==> config.mk <==
export PLATFORM = sky130hd
export DESIGN_NAME = mod_reduce_flat
export DESIGN_NICKNAME = d
export VERILOG_FILES = /design/src/rtl/mod_pkg.sv /design/src/rtl/mod_reduce_if.sv /design/src/rtl/mod_msb_find.sv /design/src/rtl/mod_reduce.sv /design/src/flat_wrapper.sv
export SDC_FILE = /design/constraint.sdc
export NUM_CORES = 1
export LEC_CHECK = 0
export CORE_MARGIN = 2
export CORE_UTILIZATION = 55
export CTS_CLUSTER_SIZE = 14
export DETAILED_ROUTE_END_ITERATION = 8
export PLACE_DENSITY = 0.82
export SLEW_MARGIN = 40
export SYNTH_ARGS = -nofsm -noshare
export SYNTH_HDL_FRONTEND = slang
export SYNTH_SLANG_ARGS = --single-unit
==> constraint.sdc <==
create_clock -name clk -period 5.87 [get_ports clk]
set_input_delay 1.174 -clock clk [delete_from_list [all_inputs] [get_ports clk]]
set_output_delay 1.174 -clock clk [all_outputs]
set_load 0.03 [all_outputs]
==> src/rtl/mod_pkg.sv <==
// Shared definitions for the mod_reduce block: FSM encoding and index sizing.
// The MOD_EARLY_EXIT_EN macro selects the data-dependent start index in mod_reduce.
package mod_pkg;

    typedef enum logic {
        IDLE = 1'b0,
        CALC = 1'b1
    } state_t;

    localparam int WIDTH_DEF = 8;
    localparam int IDX_W     = $clog2(2 * WIDTH_DEF);

    // Bit-index width for a given operand width (dividend is 2*width bits).
    function automatic int idx_width(input int width);
        return $clog2(2 * width);
    endfunction

endpackage

==> src/rtl/mod_reduce_if.sv <==
// Request/response bundle for mod_reduce: requester drives start/in/modulus,
// the reducer returns out/finish/err/busy.
interface mod_reduce_if #(parameter int WIDTH = 8);

    logic                 start;
    logic [2*WIDTH-1:0]   in;
    logic [WIDTH-1:0]     modulus;
    logic [WIDTH-1:0]     out;
    logic                 finish;
    logic                 err;
    logic                 busy;

    modport master (
        output start, in, modulus,
        input  out, finish, err, busy
    );

    modport slave (
        input  start, in, modulus,
        output out, finish, err, busy
    );

endinterface

==> src/rtl/mod_msb_find.sv <==
// Combinational position of the most-significant set bit of a 2*WIDTH vector.
// An all-zero vector reports position 0.
module mod_msb_find
    import mod_pkg::*;
#(
    parameter int WIDTH = 8,
    localparam int IW   = idx_width(WIDTH)
) (
    input  logic [2*WIDTH-1:0] vec,
    output logic [IW-1:0]      pos
);

    // Ascending scan: the last set bit seen wins, which is the MSB.
    always_comb begin
        pos = '0;
        for (int i = 0; i < 2 * WIDTH; i++) begin
            if (vec[i]) pos = IW'(i);
        end
    end

endmodule

==> src/rtl/mod_reduce.sv <==
// Bit-serial restoring reduction of a 2*WIDTH dividend modulo a WIDTH divisor.
// Define MOD_EARLY_EXIT_EN to start at the dividend MSB (data-dependent latency).
module mod_reduce
    import mod_pkg::*;
#(
    parameter int WIDTH = 8
) (
    input  logic       clk,
    input  logic       rst_n,
    mod_reduce_if.slave bus
);

    localparam int IW = idx_width(WIDTH);

    state_t               state;
    logic [2*WIDTH-1:0]   in_reg;
    logic [WIDTH-1:0]     n_reg;
    logic [WIDTH:0]       rem;
    logic [IW-1:0]        idx;
    logic [IW-1:0]        start_idx;
    logic [WIDTH-1:0]     out_r;
    logic                 finish_r;
    logic                 err_r;

`ifdef MOD_EARLY_EXIT_EN
    mod_msb_find #(.WIDTH(WIDTH)) u_msb (
        .vec (bus.in),
        .pos (start_idx)
    );
`else
    assign start_idx = IW'(2 * WIDTH - 1);
`endif

    // rem < N holds between steps, so the shifted value stays below 2N and
    // fits in WIDTH+1 bits; one conditional subtract restores the invariant.
    logic [WIDTH:0] shifted;
    logic [WIDTH:0] stepped;

    always_comb begin
        shifted = {rem[WIDTH-1:0], in_reg[idx]};
        stepped = shifted;
        if (shifted >= {1'b0, n_reg}) stepped = shifted - {1'b0, n_reg};
    end

    always_ff @(posedge clk) begin
        if (!rst_n) begin
            state    <= IDLE;
            in_reg   <= '0;
            n_reg    <= '0;
            rem      <= '0;
            idx      <= '0;
            out_r    <= '0;
            finish_r <= 1'b0;
            err_r    <= 1'b0;
        end else begin
            finish_r <= 1'b0;
            err_r    <= 1'b0;
            case (state)
                IDLE: begin
                    if (bus.start) begin
                        if (bus.modulus == '0) begin
                            finish_r <= 1'b1;
                            err_r    <= 1'b1;
                            out_r    <= '0;
                        end else begin
                            in_reg <= bus.in;
                            n_reg  <= bus.modulus;
                            rem    <= '0;
                            idx    <= start_idx;
                            state  <= CALC;
                        end
                    end
                end
                CALC: begin
                    rem <= stepped;
                    idx <= idx - IW'(1);
                    if (idx == '0) begin
                        out_r    <= stepped[WIDTH-1:0];
                        finish_r <= 1'b1;
                        state    <= IDLE;
                    end
                end
                default: state <= IDLE;
            endcase
        end
    end

    assign bus.out    = out_r;
    assign bus.finish = finish_r;
    assign bus.err    = err_r;
    assign bus.busy   = (state == CALC);

endmodule

==> src/flat_wrapper.sv <==
// flat-port wrapper written by rule: the top's interface ports become plain ports
module mod_reduce_flat import mod_pkg::*;
#(
    parameter int WIDTH = 8
)
  (clk, rst_n, bus_start, bus_in, bus_modulus, bus_out, bus_finish, bus_err, bus_busy);
  mod_reduce_if #(.WIDTH(WIDTH)) bus_i ();
  input  logic clk;
  input  logic rst_n;
  input wire logic [$bits(bus_i.start)-1:0] bus_start;
  input wire logic [$bits(bus_i.in)-1:0] bus_in;
  input wire logic [$bits(bus_i.modulus)-1:0] bus_modulus;
  output wire logic [$bits(bus_i.out)-1:0] bus_out;
  output wire logic [$bits(bus_i.finish)-1:0] bus_finish;
  output wire logic [$bits(bus_i.err)-1:0] bus_err;
  output wire logic [$bits(bus_i.busy)-1:0] bus_busy;
  assign bus_i.start = bus_start;
  assign bus_i.in = bus_in;
  assign bus_i.modulus = bus_modulus;
  assign bus_out = bus_i.out;
  assign bus_finish = bus_i.finish;
  assign bus_err = bus_i.err;
  assign bus_busy = bus_i.busy;
  mod_reduce #(.WIDTH(WIDTH)) u_core (.clk(clk), .rst_n(rst_n), .bus(bus_i));
endmodule
==> out/qor.csv <==
metric,value,unit
clock_path_buffers,2,
first_global_vias,1866,
required_time_at_the_worst_slack_endpoint,6.11,ns
post_cts_resized,0,
finClkSkew,0.007329,ns
worst_pin_slew,0.6979,ns
port_buffers,37,
crit_path_max_fanout,6,
globalRouteTotalUtil,21.31,%
finalMaxSlewViolations,0,
first_pass_iters,4,
synth_area_per_cell,8.395,µm²
result_of_the_run,completed,
cts.reportedPaths.clkPinSlew,0.09,ns
antenna_found_initial,0,
final_layout_size_suffix_gt1_share,6.070,%
wire_per_inst,13.22,µm
seq_area_frac_synth,39.75,%
cts.sink_count,47,
finalSetupTns,0,ns
grt_most_used_layer,met2,
postSynthRegisterBits,47,
worstSkewPairLatency,0.31,ns
criticalPathCategory,reg2reg,
ff_to_ff_end,u_core.rem[6],
grt_util_met1,29.81,%
syn2layout_area_growth,19.82,%
drv.max_cap_violation_count,0,
power_leakage,1.111,nW
ant_nets,0,
power.density,293.1,nW/µm²
cts_made_buffers,5,
synth_area,2367,µm²
syn_nets,319,
finalHoldViolations,0,
diode_insertion_count_for_antenna_repair,0,
r2r_slack,2.44,ns
period_share,58.48,%
fin_hold_ws,0.4417,ns
fp.dieArea,4845,µm²
core_region_area,4058,µm²
top_cells_by_count_synth,"sky130_fd_sc_hd__nand2_1, sky130_fd_sc_hd__dfxtp_1, sky130_fd_sc_hd__a21boi_0",
global_routing_usage_on_met3,4.360,%
start_kind,flip-flop,
irDropWorstVdd,135.8,µV
detail_route.iter0.violations,174,
ys_async_sr_fraction,0,%
global_route.usage.met2,32.05,%
hold_class,reg2reg,
dp.final_hpwl,3.517,mm
via_per_inst,5.529,
number_of_enable_type_register_cells_in_the_synthesized_netlist,0,
final.min_clock_period,3.433,ns
largest_register_ff_count,16,
netlist_top_cells_area,"sky130_fd_sc_hd__dfxtp_1, sky130_fd_sc_hd__nand2_1, sky130_fd_sc_hd__a21boi_0",
clock-root-buffer,sky130_fd_sc_hd__clkbuf_8,
clock_tree.htree_level_count,2,
critPathArrivalTime,3.67,ns
netlist-cell-type-count,46,
route.detailed.drc,0,
reg2reg_from,u_core.idx[0],
globalplace.congestion,0.9227,
post_synthesis_cell_type_with_the_largest_combined_area,sky130_fd_sc_hd__dfxtp_1,
floorplan.io_pins,38,
yosysWarnings,0,
floorplan.rows,23,
synth.most_common_cell,sky130_fd_sc_hd__nand2_1,
ff2ff_path_depth,12,
cts.repair_timing.setup_buffer_count,0,
critPathCapture,u_core.rem[6],
setup_viol,0,
grt_overflow_total,0,
post_synth_top_area_share,39.75,%
detail_route.wirelength,4.800,mm
horizontal_die_dimension,69.61,µm
start_util,58.34,%
postCtsHoldBufs,0,
timing.max_slew.rel_slack,53.47,%
die_height,69.61,µm
grt_max_degree,39,
global_route_wire_length_before_repair,8.383,mm
vias,2007,
ys.flop_type,sky130_fd_sc_hd__dfxtp_1,
max_clock_freq,291.3,MHz
crit_path_start,u_core.idx[0],
postSynthCellCount,282,
cts_tree,yes,
layout.nets,349,
setup.worst_path.end_class,flip-flop,
setup_repair_after_global_routing_missed_its_margin,false,
through the flow:
step	setup slack (ns)	instance area (µm²)	util, %	power [mW]	instances
5_1_grt	2.172	2836	69.90	0.8786	363
2_1_floorplan	2.959	2367	-	0.5524	282
3_5_place_dp	2.470	2731	67.31	0.6167	355
4_1_cts	2.438	2835	69.87	0.8319	363
6_report	2.437	2836	69.90	0.8313	363
3_3_place_gp	2.545	2725	67.16	0.6099	354
cells by family (layout without fill, tap and decap cells):
| family | Yosys count | after routing | share of synthesized area, % |
|---|---|---|---|
| and+or+nand+nor | 108 | 108 | 19.87 |
| adders and majority gates | 10 | 10 | 5.603 |
| DFF | 47 | 47 | 39.75 |
| xor gates and xnor gates | 3 | 3 | 1.110 |
| buffers and inverters | 30 | 61 | 5.550 |
| AOI/OAI and AO/OA | 72 | 72 | 20.88 |
| muxes | 12 | 12 | 7.241 |
placed cells by master (no fill, tap or decap), types with 2 or more instances in the layout:
cell,instances
sky130_fd_sc_hd__a211oi_1,2
sky130_fd_sc_hd__a21boi_0,27
sky130_fd_sc_hd__a21oi_1,12
sky130_fd_sc_hd__a31oi_1,4
sky130_fd_sc_hd__a32oi_1,2
sky130_fd_sc_hd__and2_1,5
sky130_fd_sc_hd__and3_1,2
sky130_fd_sc_hd__clkbuf_8,7
sky130_fd_sc_hd__clkdlybuf4s50_1,36
sky130_fd_sc_hd__dfxtp_1,47
sky130_fd_sc_hd__ha_1,9
sky130_fd_sc_hd__inv_1,15
sky130_fd_sc_hd__mux2i_1,7
sky130_fd_sc_hd__mux4_2,4
sky130_fd_sc_hd__nand2_1,75
sky130_fd_sc_hd__nand3_1,2
sky130_fd_sc_hd__nor2_1,6
sky130_fd_sc_hd__nor2b_1,2
sky130_fd_sc_hd__nor3_1,6
sky130_fd_sc_hd__nor4_1,2
sky130_fd_sc_hd__o21a_1,2
sky130_fd_sc_hd__o21ai_0,11
sky130_fd_sc_hd__o21ai_1,3
sky130_fd_sc_hd__xnor2_1,2
worst min path at each step:
stage	start	end	slack [ns]	cells past startpoint
final	u_core.bus.out[6]	u_core.bus.out[6]	0.44	2
after global routing	u_core.bus.out[6]	u_core.bus.out[6]	0.48	2
after CTS	u_core.bus.out[6]	u_core.bus.out[6]	0.45	2
after detailed placement	u_core.bus.out[6]	u_core.bus.out[6]	0.43	2
after global placement	u_core.bus.out[6]	u_core.bus.out[6]	0.43	2
after floorplan	u_core.rem[7]	u_core.rem[7]	0.43	2
worst max-delay path, stage by stage, from the launching register on:
cell and delay, ns:
sky130_fd_sc_hd__dfxtp_1 0.56, sky130_fd_sc_hd__mux4_2 0.57, sky130_fd_sc_hd__mux2i_1 0.14, sky130_fd_sc_hd__mux2_2 0.18
sky130_fd_sc_hd__ha_1 0.18, sky130_fd_sc_hd__inv_1 0.07, sky130_fd_sc_hd__fa_1 0.42, sky130_fd_sc_hd__a211o_1 0.33
sky130_fd_sc_hd__a2111oi_2 0.31, sky130_fd_sc_hd__a41oi_1 0.08, sky130_fd_sc_hd__a31oi_1 0.26, sky130_fd_sc_hd__o21ai_1 0.12
sky130_fd_sc_hd__a21boi_1 0.15
report_power, final:
group	total (mW)	internal [mW]	switching, mW
Sequential	0.364	0.343	0.0212
Combinational	0.249	0.107	0.142
Clock	0.218	0.107	0.111
Total	0.831	0.557	0.275
layer usage:
metal  wire (µm)  vias to the layer above
li1            -                     1027
met3         211                        6
met1        2365                      924
met4          91                        0
met5           0                        -
met2        2131                       50
final cells by class:
| cell class | count | area [µm²] |
|---|---|---|
| Multi-Input combinational cell | 205 | 1296 |
| Fill cell | 341 | 1221 |
| Sequential cell | 47 | 940.9 |
| Timing Repair Buffer | 38 | 376.6 |
| Clock buffer | 7 | 96.34 |
| Tap cell | 50 | 62.56 |
| Inverter | 15 | 56.30 |
| Clock inverter | 1 | 7.507 |
(Power assumes the default switching activity.)
